## src/rtl/nand_chain_pkg.sv

```systemverilog
// Shared types and constants for the NAND-chain arbiter slice.
package nand_chain_pkg;

    localparam int unsigned EFG_W = 3;

    typedef enum logic [1:0] {
        StIdle,
        StEval,
        StResp
    } state_e;

    typedef struct packed {
        logic a;
        logic b;
        logic c;
        logic d;
    } operand_t;

endpackage

```

## src/rtl/nand_chain_arbiter_if.sv

```systemverilog
// Request/grant/response bundle between stimulus sources and the shared NAND chain.
interface nand_chain_arbiter_if #(
    parameter int unsigned NREQ = 4
) ();
    import nand_chain_pkg::*;

    localparam int unsigned IDW = $clog2(NREQ);

    logic [NREQ-1:0]   req;
    logic [4*NREQ-1:0] req_data;
    logic [NREQ-1:0]   grant;
    logic              busy;
    logic              rsp_valid;
    logic [IDW-1:0]    rsp_id;
    logic [EFG_W-1:0]  rsp_efg;

    modport master (
        output req, req_data,
        input  grant, busy, rsp_valid, rsp_id, rsp_efg
    );

    modport slave (
        input  req, req_data,
        output grant, busy, rsp_valid, rsp_id, rsp_efg
    );

endinterface

```

## src/rtl/nand_chain_core.sv

```systemverilog
// Combinational four-input NAND chain: e=~(a&b), f=~(e&c), g=~(f&d).
module nand_chain_core
    import nand_chain_pkg::*;
(
    input  operand_t         i_op,
    output logic [EFG_W-1:0] o_efg
);

    logic w_e;
    logic w_f;
    logic w_g;

    assign w_e   = ~(i_op.a & i_op.b);
    assign w_f   = ~(w_e & i_op.c);
    assign w_g   = ~(w_f & i_op.d);
    assign o_efg = {w_e, w_f, w_g};

endmodule

```

## src/rtl/nand_chain_arbiter.sv

```systemverilog
// Round-robin arbiter sharing one NAND chain; operands latched on grant, result
// captured after a settle window and returned with the requester id.
module nand_chain_arbiter
    import nand_chain_pkg::*;
#(
    parameter int unsigned NREQ   = 4,
    parameter int unsigned SETTLE = 2
) (
    input  logic                clk,
    input  logic                reset_n,
    nand_chain_arbiter_if.slave bus
);

    localparam int unsigned IDW   = $clog2(NREQ);
    localparam int unsigned CNT_W = (SETTLE > 1) ? $clog2(SETTLE) : 1;

    if (SETTLE < 1) begin : g_settle_chk
        $error("nand_chain_arbiter: SETTLE must be >= 1");
    end
    if (NREQ < 2 || NREQ > 8) begin : g_nreq_chk
        $error("nand_chain_arbiter: NREQ must be in 2..8");
    end

    state_e           r_state;
    logic [IDW-1:0]   r_ptr;
    logic [IDW-1:0]   r_idx;
    logic [CNT_W-1:0] r_cnt;
    operand_t         r_op;
    logic [NREQ-1:0]  r_grant;
    logic             r_busy;
    logic             r_rsp_valid;
    logic [IDW-1:0]   r_rsp_id;
    logic [EFG_W-1:0] r_rsp_efg;

    logic [IDW-1:0]   w_pick;
    operand_t         w_pick_op;
    logic [EFG_W-1:0] w_efg;

    // First set request at or after ptr, wrapping; scanning downwards lets the
    // nearest candidate overwrite the farther ones.
    function automatic logic [IDW-1:0] rr_pick(input logic [NREQ-1:0] req,
                                               input logic [IDW-1:0]  ptr);
        logic [IDW-1:0] pick;
        logic [IDW-1:0] idx;
        pick = '0;
        for (int k = int'(NREQ) - 1; k >= 0; k--) begin
            idx = IDW'((int'(ptr) + k) % int'(NREQ));
            if (req[idx]) pick = idx;
        end
        return pick;
    endfunction

    always_comb begin
        w_pick    = rr_pick(bus.req, r_ptr);
        w_pick_op = '0;
        for (int i = 0; i < int'(NREQ); i++) begin
            if (IDW'(i) == w_pick) w_pick_op = bus.req_data[4*i +: 4];
        end
    end

    nand_chain_core u_core (
        .i_op  (r_op),
        .o_efg (w_efg)
    );

    always_ff @(posedge clk or negedge reset_n) begin
        if (!reset_n) begin
            r_state     <= StIdle;
            r_ptr       <= '0;
            r_idx       <= '0;
            r_cnt       <= '0;
            r_op        <= '0;
            r_grant     <= '0;
            r_busy      <= 1'b0;
            r_rsp_valid <= 1'b0;
            r_rsp_id    <= '0;
            r_rsp_efg   <= '0;
        end else begin
            r_grant     <= '0;
            r_rsp_valid <= 1'b0;
            unique case (r_state)
                StIdle: begin
                    if (|bus.req) begin
                        r_grant <= NREQ'(1) << w_pick;
                        r_op    <= w_pick_op;
                        r_idx   <= w_pick;
                        r_cnt   <= CNT_W'(SETTLE - 1);
                        r_busy  <= 1'b1;
                        r_state <= StEval;
                    end
                end
                StEval: begin
                    // The grant cycle is the operand-sample cycle; the settle
                    // window counts from the cycle after it.
                    if (r_grant == '0) begin
                        if (r_cnt == '0) begin
                            r_rsp_efg   <= w_efg;
                            r_rsp_id    <= r_idx;
                            r_rsp_valid <= 1'b1;
                            r_state     <= StResp;
                        end else begin
                            r_cnt <= r_cnt - 1'b1;
                        end
                    end
                end
                StResp: begin
                    r_busy  <= 1'b0;
                    r_ptr   <= (r_idx == IDW'(NREQ - 1)) ? '0 : r_idx + 1'b1;
                    r_state <= StIdle;
                end
                default: r_state <= StIdle;
            endcase
        end
    end

    assign bus.grant     = r_grant;
    assign bus.busy      = r_busy;
    assign bus.rsp_valid = r_rsp_valid;
    assign bus.rsp_id    = r_rsp_id;
    assign bus.rsp_efg   = r_rsp_efg;

endmodule

```

## src/flat_wrapper.sv

```systemverilog
// flat-port wrapper written by rule: the top's interface ports become plain ports
module nand_chain_arbiter_flat import nand_chain_pkg::*;
#(
    parameter int unsigned NREQ   = 4,
    parameter int unsigned SETTLE = 2
)
  (clk, reset_n, bus_req, bus_req_data, bus_grant, bus_busy, bus_rsp_valid, bus_rsp_id, bus_rsp_efg);
  nand_chain_arbiter_if #(.NREQ(NREQ)) bus_i ();
  input  logic clk;
  input  logic reset_n;
  input wire logic [$bits(bus_i.req)-1:0] bus_req;
  input wire logic [$bits(bus_i.req_data)-1:0] bus_req_data;
  output wire logic [$bits(bus_i.grant)-1:0] bus_grant;
  output wire logic [$bits(bus_i.busy)-1:0] bus_busy;
  output wire logic [$bits(bus_i.rsp_valid)-1:0] bus_rsp_valid;
  output wire logic [$bits(bus_i.rsp_id)-1:0] bus_rsp_id;
  output wire logic [$bits(bus_i.rsp_efg)-1:0] bus_rsp_efg;
  assign bus_i.req = bus_req;
  assign bus_i.req_data = bus_req_data;
  assign bus_grant = bus_i.grant;
  assign bus_busy = bus_i.busy;
  assign bus_rsp_valid = bus_i.rsp_valid;
  assign bus_rsp_id = bus_i.rsp_id;
  assign bus_rsp_efg = bus_i.rsp_efg;
  nand_chain_arbiter #(.NREQ(NREQ), .SETTLE(SETTLE)) u_core (.clk(clk), .reset_n(reset_n), .bus(bus_i));
endmodule
```

## config.mk

```make
export PLATFORM = sky130hd
export DESIGN_NAME = nand_chain_arbiter_flat
export DESIGN_NICKNAME = d
export VERILOG_FILES = /design/src/rtl/nand_chain_pkg.sv /design/src/rtl/nand_chain_arbiter_if.sv /design/src/rtl/nand_chain_core.sv /design/src/rtl/nand_chain_arbiter.sv /design/src/flat_wrapper.sv
export SDC_FILE = /design/constraint.sdc
export NUM_CORES = 1
export LEC_CHECK = 0
export CORE_ASPECT_RATIO = 1.4
export CORE_MARGIN = 2
export CORE_UTILIZATION = 36
export DETAILED_ROUTE_END_ITERATION = 10
export HOLD_SLACK_MARGIN = 0.1
export SYNTH_ARGS = -nofsm -noshare
export SYNTH_HDL_FRONTEND = slang
export SYNTH_HIERARCHICAL = 1
export SYNTH_SLANG_ARGS = --single-unit
```

## constraint.sdc

```tcl
create_clock -name clk -period 1.8 [get_ports clk]
set_input_delay 0.36 -clock clk [delete_from_list [all_inputs] [get_ports clk]]
set_output_delay 0.36 -clock clk [all_outputs]
set_load 0.02 [all_outputs]
```

# Word level (Yosys, flattened, before mapping)
# Cells that the tools add are included.
# classes
n_lt_le_gt_ge	4
bitwise_logic	7
shift	1
muxes	31
addsub	5
n_reduce_logical	11
eq_ne	9
# ops
op	count
2-to-1 mux 4 bit	6
2-to-1 mux 2 bit	8
< comparator 2 x 3 -> 1 bit (second input constant)	4
2-to-1 mux 1 bit	10
AND reduction 3 bit	3
binary-select mux 1 bit (select 2 bit)	4
adder 2 x 1 -> 2 bit (second input constant)	2
adder 2 bit (second input constant)	2
equality test 2 bit (first input constant)	2
equality test 2 bit (second input constant)	2
logical NOT 2 bit	2
logical NOT 4 bit	1
inequality test 2 x 1 -> 1 bit (second input constant)	2
inverter 1 bit	4
one-hot mux 1 bit (2 select lines)	2
one-hot mux 2 bit (2 select lines)	1
AND reduction 2 bit	2
nonzero test 2 bit	2
OR reduction 4 bit	1
left shift 1 x 2 -> 4 bit (first input constant)	1
AND 1 bit	3
equality test 1 x 2 -> 1 bit (first input constant)	1
equality test 2 x 1 -> 1 bit (second input constant)	1
inequality test 2 bit (second input constant)	1
subtractor 1 bit (second input constant)	1
# word_totals
inputBits	22
elab_cells	81
regBits	22
out_inout_bits	11

# Depth between registers and ports, before layout
# logic_depth
word_depth	12
ltp_mapped	6
depth_no_buf	5

# By module
# Netlist, hierarchy kept.
# by_module_without_submodules
mod	cells_each	area_each_um2	seq_area_each_um2	n_inst
nand_chain_arbiter	100	1112.3	550.5	1
nand_chain_core	6	40.0	0.0	1

# Worst setup path after synthesis
# Ideal clock, no wire load.
# synth_path
path_type	register -> register
start	register u_core.r_grant[1], in the netlist u_core/bus.grant[1]
end	register u_core.r_rsp_efg[0], in the netlist u_core/bus.rsp_efg[0]
setup_time_ns	0.125
t_arrival_ns	1.596
synth_period_minus_slack_ns	1.720
n_path_buf	0
stages_incl_launch_ff	4
t_required_ns	1.675
path_slack_ns	0.080
cell_sequence	dfrtp_1 or4_4 nor3_4 mux2_2
# synth_between
elab_chain_len	2
# synth_lines
item	line	source
start, declared	nand_chain_arbiter.sv:29	logic [NREQ-1:0] r_grant;
start signal, assigned	nand_chain_arbiter.sv:84	r_grant <= NREQ'(1) << w_pick;
logical NOT 4 bit	nand_chain_arbiter.sv:95	if (r_grant == '0) begin
AND reduction 3 bit (no line)	-	
end signal, assigned	nand_chain_arbiter.sv:97	r_rsp_efg <= w_efg;
end, declared	nand_chain_arbiter.sv:33	logic [EFG_W-1:0] r_rsp_efg;
# Every way passes these cells.
# A chain may end at the register's enable or synchronous reset.

# Worst setup path in the final report
# layout_path
start	register u_core.r_grant[1], in the netlist u_core/bus.grant[1]
end	register u_core.r_rsp_efg[1], in the netlist u_core/bus.rsp_efg[1]
# Same word-level chain as after synthesis.

==> results.sh <==
export IMPL_slew_headroom_pct=74.4
export IMPL_slowest_delay_ns=0.58
export IMPL_worst_r2r_startpoint="u_core/bus.grant[1]"
export IMPL_area_growth_syn_to_layout_pct=48.8
export IMPL_die_w_um=51.8
export IMPL_syn_area_mm2=0.00115
export IMPL_num_vias=956
export IMPL_cts_buffers=3
export IMPL_hold_path_class="in2async"
export IMPL_port_buffers=32
export IMPL_power_density_mw_per_mm2=1490
export IMPL_drt_wl_total_mm=2.58
export IMPL_cts_tree="yes"
export IMPL_crit_path_start_kind="register"
export IMPL_cts_sinks=22
export IMPL_drive_above_1_share_pct=32.7
export IMPL_ctsHoldBuffers=0
export IMPL_min_period_ns=1.75
export IMPL_switching_share_pct=38.4
export IMPL_cp_max_fo=4
export IMPL_r2r_setup_slack_ns=0.05
export IMPL_p_int_mw=1.57
export IMPL_leakagePower_nw=0.734
export IMPL_setup_viol=0
export IMPL_worst_slew_pin_slew_ns=0.384
export IMPL_reg2reg_depth=4
export IMPL_status="finished clean"
export IMPL_worst_slack_ns=0.0510
export IMPL_routabilityCongestion=0.727
export IMPL_power_total_mw=2.55
export IMPL_clkPwrFrac_pct=11.1
export IMPL_ios=33
export IMPL_wl_per_cell_um=13.6
export IMPL_required_ns=1.94
export IMPL_worst_path_buf_inv=1
export IMPL_initial_core_util_pct=37.3
export IMPL_pwr_share_comb_pct=53.8
export IMPL_post_route_period_util_pct=97.2
export IMPL_seq_power_share_pct=35.1
export IMPL_nFillCells=275
export IMPL_synth_edf_count=0
export IMPL_skew_ns=0.00432
export IMPL_clk_latency_ns=0.25
export IMPL_r2r_end="u_core/bus.rsp_efg[1]"
export IMPL_ys_warn_count=6
export IMPL_async_reset_ff_share_pct=100
export IMPL_ys_seq_area_share_pct=47.8
export IMPL_cp_cell_sequence="or4_4 > nor3_4 > buf_4 > mux2_2"
export IMPL_switchingPower_mw=0.979
export IMPL_ys_types=32
export IMPL_fp_coreArea_mm2=0.00309
export IMPL_viasPerCell=5.06
export IMPL_max_freq_ghz=0.572
export IMPL_synth_seq_cells=22
export IMPL_cts_max_path_buffers=2
export IMPL_finalMaxSlewViolations=0
export IMPL_path_delay_family="simple AND/OR/NAND/NOR gates"
export IMPL_utilization_pct=55.4
export IMPL_clk_pin_slew_worst_paths_ns=0.07
export IMPL_postRouteAntennaNets=0
export IMPL_cp_data_arrival_time_ns=1.89
export IMPL_finalSetupTns_ns=0
export IMPL_ir_worst_vdd_mv=0.683
export IMPL_n_antenna_cell=0
export IMPL_overflow=0
export IMPL_num_rows=24
export IMPL_dp_worst_setup_slack_ns=-0.318
export IMPL_first_pass_iters=3
export IMPL_maxCapViolations=0
export IMPL_grt_pass1_vias=948
export IMPL_hold_violations=0
export IMPL_cp_slowest_cell="or4_4"
export IMPL_postSynthCellCount=106
export IMPL_nets=175
export IMPL_drtIter0Drc=7
export IMPL_die_h_um=70.9
export IMPL_grt_pass1_wl_mm=4.20
export IMPL_dieArea_mm2=0.00368
export IMPL_drc_errors=0
export IMPL_grt_use_total_pct=15.0
export IMPL_hpwl_mm=1.97
export IMPL_synthFlopType="dfrtp_1"
export IMPL_avgSynthCellArea_um2=10.9
export IMPL_grt_max_degree=23
export IMPL_cts_root_buffer="clkbuf_8"
export IMPL_criticalPathCategory="reg2reg"
export IMPL_syn_nets=129
export IMPL_ctsHtreeMaxLevel=1
export IMPL_end_kind="register"
export IMPL_crit_start="u_core/bus.grant[1]"
export IMPL_antenna_found_initial=0
kinds of logic (layout without fill, tap and decap cells):
| family | count (synthesis) | in the layout | share of synthesized area, % |
|---|---|---|---|
| AND/OR/NAND/NOR | 43 | 44 | 20.4 |
| AO/OA/AOI/OAI | 25 | 25 | 20.0 |
| flip-flops | 22 | 22 | 47.8 |
| buffers and inverters | 9 | 52 | 4.89 |
| multiplexers | 6 | 6 | 5.86 |
| adder cells (fa/ha/maj) | 1 | 1 | 1.09 |
power by group through the flow:
| stage | sequential [mW] | clock [mW] | combinational [mW] |
|---|---|---|---|
| finish | 0.894 | 0.283 | 1.37 |
| global placement | 0.879 | 0 | 1.19 |
| CTS | 0.879 | 0.292 | 1.27 |
| floorplan | 0.958 | 0 | 0.742 |
| global route | 0.927 | 0.316 | 1.51 |
| detailed placement | 0.889 | 0 | 1.20 |
Yosys cell counts (2+ instances only):
cell type | number | share of area [%]
a311oi_1 | 4 | 3.0
nand2_1 | 15 | 4.9
o21ai_0 | 5 | 2.2
dfrtp_1 | 22 | 48
mux2_2 | 6 | 5.9
nand2b_1 | 3 | 1.6
nor2_1 | 6 | 2.0
a221oi_1 | 4 | 3.0
nor2_2 | 3 | 1.6
o31ai_1 | 2 | 1.3
and2b_2 | 4 | 3.0
buf_4 | 4 | 2.6
inv_1 | 3 | 0.98
nor3_1 | 6 | 2.6
a21oi_1 | 2 | 0.87
sequential cells by signal, indices dropped and copies added, names as in the netlist:
register	flops
u_core/bus.rsp_valid	1
u_core/r_cnt	1
u_core/r_op	4
u_core/bus.grant	4
u_core/r_ptr	2
u_core/bus.rsp_efg	3
u_core/r_state	2
u_core/bus.rsp_id	2
u_core/bus.busy	1
u_core/r_idx	2
placed cells by master (no fill, tap or decap), drive strengths merged:
master and count:
dlymetal6s2s 2, a311o 1, or2 1, o221ai 1, nor2b 1, buf 14
mux2 6, nor3 7, inv 3, clkdlybuf4s50 28, clkdlybuf4s15 1, or4 1
nand2b 3, nor3b 1, dfrtp 22, o21a 1, nand2 15, a311oi 5
clkbuf 3, ha 1, a221oi 4, or3 1, nor2 10, and2b 4
a21oi 2, o21ai 5, o221a 1, a21bo 1, a2111oi 1, dlygate4sd2 1
a21o 1, o31ai 2
stage by stage:
stage | std cells | cell area [µm²] | hold WS [ns]
final | 189 | 1710 | 0.444
after global routing | 189 | 1710 | 0.475
after CTS | 184 | 1630 | 0.453
after detailed placement | 181 | 1550 | 0.472
after global placement | 181 | 1550 | 0.460
after floorplan | 106 | 1150 | 0.0644
per-layer routing:
layer	part of all wire [%]	track usage (%)	routed length (µm)
met5	0	0	0
met4	1.4	6.73	37
met3	2.8	1.90	73
met2	53	24.9	1360
met1	43	19.2	1100
worst max path at each step:
stage,endpoint,slack (ns),cells after the start
4_1_cts,u_core/r_op[1],0.01,6
3_5_place_dp,u_core/r_op[0],-0.32,6
6_report,u_core/bus.rsp_efg[1],0.05,4
5_1_grt,u_core/r_op[1],-0.01,7
2_1_floorplan,u_core/bus.rsp_efg[0],0.08,3
3_3_place_gp,u_core/r_op[1],-0.27,7
final cells by class:
class	count	area, µm²	area share, %
timing repair buffer	46	429	25.0
tap	39	48.8	2.85
sequential	22	551	32.1
multi-input combinational	76	633	36.9
clock buffer	3	41.3	2.41
inverter	3	11.3	0.657
what timing repair did:
action                                  CTS  global route
setup buffers                             0             4
endpoints found under the setup margin    4             6
pin swaps                                 2             4
gates cloned                              0             1
gates resized for setup                  11            11
Note: power is estimated with default switching activity, not from simulation.
